File: src/rtl/uart_cmd_framer_if.sv
// Bundles the receiver, command-consumer and transmitter handshakes of the
// UART command framer. The framer itself uses the slave modport; whatever
// surrounds it (UART core, command decoder, bench) uses the master modport.
interface uart_cmd_framer_if #(
  parameter int CMD_BYTES  = 2,
  parameter int RESP_BYTES = 1
);
  // receive byte stream
  logic                    rx_rdy;
  logic [7:0]              rx_data;
  logic                    clr_rx_rdy;
  // assembled command towards the consumer
  logic [8*CMD_BYTES-1:0]  cmd;
  logic                    cmd_rdy;
  logic                    clr_cmd_rdy;
  logic                    overrun;
  logic                    frame_err;
  // response towards the transmitter
  logic                    send_resp;
  logic [8*RESP_BYTES-1:0] resp;
  logic                    trmt;
  logic [7:0]              tx_data;
  logic                    tx_done;
  logic                    resp_sent;
  logic                    tx_busy;

  modport slave (
    input  rx_rdy, rx_data, clr_cmd_rdy, send_resp, resp, tx_done,
    output clr_rx_rdy, cmd, cmd_rdy, overrun, frame_err,
           trmt, tx_data, resp_sent, tx_busy
  );

  modport master (
    output rx_rdy, rx_data, clr_cmd_rdy, send_resp, resp, tx_done,
    input  clr_rx_rdy, cmd, cmd_rdy, overrun, frame_err,
           trmt, tx_data, resp_sent, tx_busy
  );
endinterface

File: src/rtl/uart_cmd_framer.sv
// UART command framer: assembles CMD_BYTES received bytes into a command word
// (first byte in the MSBs) with an inter-byte timeout, and serialises a
// RESP_BYTES response word MSB-first through a byte-wide transmitter.
// Receive and transmit sides are fully independent.
module uart_cmd_framer #(
  parameter int CMD_BYTES   = 2,
  parameter int RESP_BYTES  = 1,
  parameter int TIMEOUT_CYC = 65535
) (
  input  logic               clk,
  input  logic               rst_n,
  uart_cmd_framer_if.slave   bus
);

  localparam int CW = 8*CMD_BYTES;
  localparam int RW = 8*RESP_BYTES;
  localparam int NW = $clog2(CMD_BYTES+1);
  localparam int LW = $clog2(RESP_BYTES+1);
  localparam int TW = (TIMEOUT_CYC > 0) ? $clog2(TIMEOUT_CYC+1) : 1;
  localparam bit TMO_EN = (TIMEOUT_CYC > 0);

  // index of the byte that completes a frame
  localparam logic [NW-1:0] LAST_IDX = NW'(CMD_BYTES-1);
  // timer value at which one more idle cycle expires the frame
  localparam logic [TW-1:0] TMO_LAST = TW'((TIMEOUT_CYC > 0) ? TIMEOUT_CYC-1 : 0);
  localparam logic [LW-1:0] RESP_REM = LW'(RESP_BYTES-1);

  typedef enum logic {RX_IDLE, RX_COLLECT} rx_state_t;
  typedef enum logic [1:0] {TX_IDLE, TX_SEND, TX_WAIT} tx_state_t;

  rx_state_t      r_rx_st;
  logic [NW-1:0]  r_cnt;
  logic [TW-1:0]  r_timer;
  logic [CW-1:0]  r_asm;
  logic [CW-1:0]  r_cmd;
  logic           r_cmd_rdy;
  logic           r_overrun;
  logic           r_frame_err;

  tx_state_t      r_tx_st;
  logic [RW-1:0]  r_resp;
  logic [LW-1:0]  r_left;
  logic [7:0]     r_tx_data;
  logic           r_trmt;
  logic           r_resp_sent;
  logic           r_tx_busy;

  logic           w_accept;
  logic           w_complete;
  logic           w_timeout;
  logic [CW-1:0]  w_asm_next;

  // A waiting byte is always taken in the cycle it is offered, so the
  // consume strobe is just the ready flag, held low while in reset.
  assign w_accept   = bus.rx_rdy;
  assign w_complete = w_accept && (r_cnt == LAST_IDX);
  assign w_asm_next = CW'({r_asm, bus.rx_data});
  // an arriving byte beats the timeout in the same cycle
  assign w_timeout  = TMO_EN && (r_rx_st == RX_COLLECT) && !bus.rx_rdy &&
                      (r_timer == TMO_LAST);

  assign bus.clr_rx_rdy = w_accept & rst_n;
  assign bus.cmd        = r_cmd;
  assign bus.cmd_rdy    = r_cmd_rdy;
  assign bus.overrun    = r_overrun;
  assign bus.frame_err  = r_frame_err;
  assign bus.trmt       = r_trmt;
  assign bus.tx_data    = r_tx_data;
  assign bus.resp_sent  = r_resp_sent;
  assign bus.tx_busy    = r_tx_busy;

  // Receive FSM: shift bytes in, publish on completion, drop partial on timeout.
  always_ff @(posedge clk or negedge rst_n) begin
    if (!rst_n) begin
      r_rx_st     <= RX_IDLE;
      r_cnt       <= '0;
      r_timer     <= '0;
      r_asm       <= '0;
      r_cmd       <= '0;
      r_frame_err <= 1'b0;
    end else begin
      r_frame_err <= 1'b0;
      if (w_accept) begin
        r_timer <= '0;
        if (w_complete) begin
          r_cmd   <= w_asm_next;
          r_asm   <= '0;
          r_cnt   <= '0;
          r_rx_st <= RX_IDLE;
        end else begin
          r_asm   <= w_asm_next;
          r_cnt   <= r_cnt + 1'b1;
          r_rx_st <= RX_COLLECT;
        end
      end else if (r_rx_st == RX_COLLECT) begin
        if (w_timeout) begin
          r_frame_err <= 1'b1;
          r_asm       <= '0;
          r_cnt       <= '0;
          r_timer     <= '0;
          r_rx_st     <= RX_IDLE;
        end else if (TMO_EN) begin
          r_timer <= r_timer + 1'b1;
        end
      end
    end
  end

  // Command status: completion beats acknowledge; overrun flags a lost command.
  always_ff @(posedge clk or negedge rst_n) begin
    if (!rst_n) begin
      r_cmd_rdy <= 1'b0;
      r_overrun <= 1'b0;
    end else begin
      if (w_complete)            r_cmd_rdy <= 1'b1;
      else if (bus.clr_cmd_rdy)  r_cmd_rdy <= 1'b0;

      if (w_complete && r_cmd_rdy && !bus.clr_cmd_rdy) r_overrun <= 1'b1;
      else if (bus.clr_cmd_rdy)                        r_overrun <= 1'b0;
    end
  end

  // Transmit FSM: trmt is high exactly while in SEND, so the next byte
  // launches the cycle right after tx_done.
  always_ff @(posedge clk or negedge rst_n) begin
    if (!rst_n) begin
      r_tx_st     <= TX_IDLE;
      r_resp      <= '0;
      r_left      <= '0;
      r_tx_data   <= 8'h00;
      r_trmt      <= 1'b0;
      r_resp_sent <= 1'b0;
      r_tx_busy   <= 1'b0;
    end else begin
      r_trmt      <= 1'b0;
      r_resp_sent <= 1'b0;
      case (r_tx_st)
        TX_IDLE: begin
          if (bus.send_resp) begin
            r_tx_data <= bus.resp[RW-1 -: 8];
            r_resp    <= bus.resp << 8;
            r_left    <= RESP_REM;
            r_trmt    <= 1'b1;
            r_tx_busy <= 1'b1;
            r_tx_st   <= TX_SEND;
          end
        end
        TX_SEND: r_tx_st <= TX_WAIT;
        TX_WAIT: begin
          if (bus.tx_done) begin
            if (r_left != '0) begin
              r_tx_data <= r_resp[RW-1 -: 8];
              r_resp    <= r_resp << 8;
              r_left    <= r_left - 1'b1;
              r_trmt    <= 1'b1;
              r_tx_st   <= TX_SEND;
            end else begin
              r_resp_sent <= 1'b1;
              r_tx_busy   <= 1'b0;
              r_tx_st     <= TX_IDLE;
            end
          end
        end
        default: r_tx_st <= TX_IDLE;
      endcase
    end
  end

endmodule

File: src/flat_wrapper.sv
// flat-port wrapper written by rule: the top's interface ports become plain ports
module uart_cmd_framer_flat 
#(
  parameter int CMD_BYTES   = 2,
  parameter int RESP_BYTES  = 1,
  parameter int TIMEOUT_CYC = 65535
)
  (clk, rst_n, bus_rx_rdy, bus_rx_data, bus_clr_cmd_rdy, bus_send_resp, bus_resp, bus_tx_done, bus_clr_rx_rdy, bus_cmd, bus_cmd_rdy, bus_overrun, bus_frame_err, bus_trmt, bus_tx_data, bus_resp_sent, bus_tx_busy);
  uart_cmd_framer_if #(.CMD_BYTES(CMD_BYTES), .RESP_BYTES(RESP_BYTES)) bus_i ();
  input  logic clk;
  input  logic rst_n;
  input wire logic [$bits(bus_i.rx_rdy)-1:0] bus_rx_rdy;
  input wire logic [$bits(bus_i.rx_data)-1:0] bus_rx_data;
  input wire logic [$bits(bus_i.clr_cmd_rdy)-1:0] bus_clr_cmd_rdy;
  input wire logic [$bits(bus_i.send_resp)-1:0] bus_send_resp;
  input wire logic [$bits(bus_i.resp)-1:0] bus_resp;
  input wire logic [$bits(bus_i.tx_done)-1:0] bus_tx_done;
  output wire logic [$bits(bus_i.clr_rx_rdy)-1:0] bus_clr_rx_rdy;
  output wire logic [$bits(bus_i.cmd)-1:0] bus_cmd;
  output wire logic [$bits(bus_i.cmd_rdy)-1:0] bus_cmd_rdy;
  output wire logic [$bits(bus_i.overrun)-1:0] bus_overrun;
  output wire logic [$bits(bus_i.frame_err)-1:0] bus_frame_err;
  output wire logic [$bits(bus_i.trmt)-1:0] bus_trmt;
  output wire logic [$bits(bus_i.tx_data)-1:0] bus_tx_data;
  output wire logic [$bits(bus_i.resp_sent)-1:0] bus_resp_sent;
  output wire logic [$bits(bus_i.tx_busy)-1:0] bus_tx_busy;
  assign bus_i.rx_rdy = bus_rx_rdy;
  assign bus_i.rx_data = bus_rx_data;
  assign bus_i.clr_cmd_rdy = bus_clr_cmd_rdy;
  assign bus_i.send_resp = bus_send_resp;
  assign bus_i.resp = bus_resp;
  assign bus_i.tx_done = bus_tx_done;
  assign bus_clr_rx_rdy = bus_i.clr_rx_rdy;
  assign bus_cmd = bus_i.cmd;
  assign bus_cmd_rdy = bus_i.cmd_rdy;
  assign bus_overrun = bus_i.overrun;
  assign bus_frame_err = bus_i.frame_err;
  assign bus_trmt = bus_i.trmt;
  assign bus_tx_data = bus_i.tx_data;
  assign bus_resp_sent = bus_i.resp_sent;
  assign bus_tx_busy = bus_i.tx_busy;
  uart_cmd_framer #(.CMD_BYTES(CMD_BYTES), .RESP_BYTES(RESP_BYTES), .TIMEOUT_CYC(TIMEOUT_CYC)) u_core (.clk(clk), .rst_n(rst_n), .bus(bus_i));
endmodule
File: config.mk
export PLATFORM = sky130hd
export DESIGN_NAME = uart_cmd_framer_flat
export DESIGN_NICKNAME = d
export VERILOG_FILES = /design/src/rtl/uart_cmd_framer_if.sv /design/src/rtl/uart_cmd_framer.sv /design/src/flat_wrapper.sv
export SDC_FILE = /design/constraint.sdc
export NUM_CORES = 1
export LEC_CHECK = 0
export BUFFER_PORTS_ARGS = -buffer_cell sky130_fd_sc_hd__buf_4
export CELL_PAD_IN_SITES_DETAIL_PLACEMENT = 1
export CELL_PAD_IN_SITES_GLOBAL_PLACEMENT = 1
export CORE_UTILIZATION = 30
export CTS_CLUSTER_SIZE = 10
export DETAILED_ROUTE_END_ITERATION = 10
export PLACE_DENSITY = 0.69
export SYNTH_ARGS = -nofsm -noshare
export SYNTH_HDL_FRONTEND = slang
export SYNTH_SLANG_ARGS = --single-unit
File: constraint.sdc
create_clock -name clk -period 2.4 [get_ports clk]
set_input_delay 0.36 -clock clk [delete_from_list [all_inputs] [get_ports clk]]
set_output_delay 0.36 -clock clk [all_outputs]
set_load 0.01 [all_outputs]
==> results.ini <==
[status]
status=finished, final reports clean

[setup_path]
critPathCaptureType=register
crit_path_max_fanout=13
cp_data_arrival_time_ps=2220
start_kind=register
required_ps=2610
crit_type=register to register

[synth]
synthDistinctLibCells=40
synth_edf_count=0
avgSynthCellArea_um2=10.7
synth_seq_cells=59
yosysWarningCount=0
async_flop_share=1.00
syn_nets=258
ys_seq_area_frac=0.590
synth-main-ff-cell=dfrtp_1
syn_inst=234
syn-cell-area_um2=2500

[finish]
area_growth_pct=27.7
diodes=0
mostFrequentLayoutCell=buf_4
design_area_um2=3190
fillCellCount=911
ff_latch_area_um2=1480
fin_nets=321
multi_input_area_um2=942
most-common-layout-cells=buf_4 (60), dfrtp_1 (59), nand2_1 (56)
drive_above_1_share=0.292

[cts]
cts_root_buf=clkbuf_8
hold_buffers=0
clockBufferDepth=2
post_cts_buffers=0
numCtsBuffers=9
cts_tree=built
clk_latency_ps=340
h-tree-depth=3
clkSinkCount=59
cts.clk_slew.worst_paths_ps=70
cts_resized=0

[global_routing]
antenna_found_initial=0
overflow=0
grt_pass1_wl_um=10400
grt_max_degree=60
grt_pass1_vias=2103
track_usage=0.158

[floorplan]
start_util=0.317
rows=32
dieArea_um2=8710
die_height_um=93.3
die_w_um=93.3
io_pins=53
core_area_um2=7890

[timing]
fin_skew_ps=7.93
period_share=0.839
fin_tns_setup_ps=0
period_needed_ps=2010
finalHoldViolCount=0
slew-limit-headroom=0.495
worst_hold_slack_ps=167
drv_slew=0
finalSetupViolCount=0
worst_pin_slew_ps=756
rsz0062_at_grt=no
clock.fmax_mhz=497

[routing]
drtIter0Drc=76
wl_um=6110
vias_per_cell=5.00
drt-pass1-iter-count=4
vias=2013
antenna_left=0
drc=0
wl_per_cell_um=15.2

[run]
cap_violations=0

[placed_design]
hpwlAfterDp_um=4200
portBuffers=52
gp_congestion=0.732
placed_area_um2=3030

[worst_hold_path]
holdCritPathClass=primary input to register

[power]
peakVddDrop_uv=338
powerDensity_nw_per_um2=877
p_leak_nw=1.55

## sequential cells by signal, summed over array words and instances, names as in the netlist
signal and cells:
u_core.bus.tx_busy 1, u_core.bus.trmt 1, u_core.bus.resp_sent 1, u_core.bus.cmd 16, u_core.bus.frame_err 1, u_core.r_cnt 2, u_core.r_asm 8, u_core.r_rx_st 1
u_core.bus.cmd_rdy 1, u_core.bus.tx_data 8, u_core.r_tx_st 2, u_core.bus.overrun 1, u_core.r_timer 16
## metal layers
metal	routed length, um	track usage	share of wire	up-vias
li1	-	-	-	952
met1	2830	0.206	0.46	1005
met5	0	0	0	-
met4	90	0.0731	0.015	0
met2	2890	0.247	0.47	48
met3	304	0.0374	0.050	8
## power breakdown
| group | total, mW | switching [mW] | internal [mW] |
|---|---|---|---|
| combinational | 0.690 | 0.318 | 0.371 |
| sequential | 1.33 | 0.131 | 1.19 |
| clock | 0.787 | 0.396 | 0.390 |
## worst max-delay path, cell delays in order (launching register included)
cell and delay, ps:
dfrtp_1 480, nand4_2 230, o41a_1 650, buf_4 250
a41oi_1 210, a31oi_1 60
## path summary, 6_finish.rpt
path / from / end / slack [ps] / cells after the start
max: u_core.r_timer[7]$_DFFE_PN0P_ / u_core.r_timer[6]$_DFFE_PN0P_ / 390 / 5
min: bus_clr_cmd_rdy / u_core.bus.overrun$_DFFE_PN0P_ / 170 / 2
max reg2reg: u_core.r_timer[7]$_DFFE_PN0P_ / u_core.r_timer[6]$_DFFE_PN0P_ / 390 / 5
min reg2reg: u_core.r_asm[1]$_DFFE_PN0P_ / u_core.bus.cmd[9]$_DFFE_PN0P_ / 470 / 2
max in group asynchronous: rst_n / u_core.bus.trmt$_DFF_PN0_ / 1720 / 2
min in group asynchronous: rst_n / u_core.bus.cmd[1]$_DFFE_PN0P_ / 180 / 2
## area by class of cell
type / count / share of cell area
repair buffers: 60 / 0.141
clock inverters: 5 / 0.00940
clock buffers: 10 / 0.0431
flip-flops and latches: 59 / 0.462
well taps: 102 / 0.0400
multi-input cells: 159 / 0.295
inverters: 8 / 0.00940
## synthesized netlist by cell type (4+ instances only)
cell | number | area share
a31oi_1 | 11 | 0.028
inv_1 | 7 | 0.011
nand2_1 | 56 | 0.084
dfrtp_1 | 59 | 0.59
o21ai_1 | 6 | 0.012
a22o_1 | 8 | 0.028
mux2_2 | 9 | 0.041
nor2_1 | 4 | 0.0060
a21oi_1 | 10 | 0.020
nand3_1 | 5 | 0.010
o21ai_0 | 4 | 0.0080
or3_1 | 6 | 0.015
## per-stage QoR
stage	util	setup WS (ps)	total power, mW	std cells
5_1_grt	0.405	228	2.97	403
6_report	0.405	386	2.80	403
3_3_place_gp	0.384	486	2.02	388
4_1_cts	0.405	397	2.85	403
3_5_place_dp	0.384	429	2.05	388
2_1_floorplan	-	680	1.66	234
## logic make-up after synthesis
| logic type | count (synthesis) | share of synthesized area |
|---|---|---|
| adders and majority gates | 2 | 0.0100 |
| muxes | 9 | 0.0405 |
| buffers and inverters | 16 | 0.0330 |
| AOI/OAI and AO/OA | 50 | 0.135 |
| and+or+nand+nor | 98 | 0.191 |
| DFF | 59 | 0.590 |
Note: power is estimated with default switching activity, not from simulation.
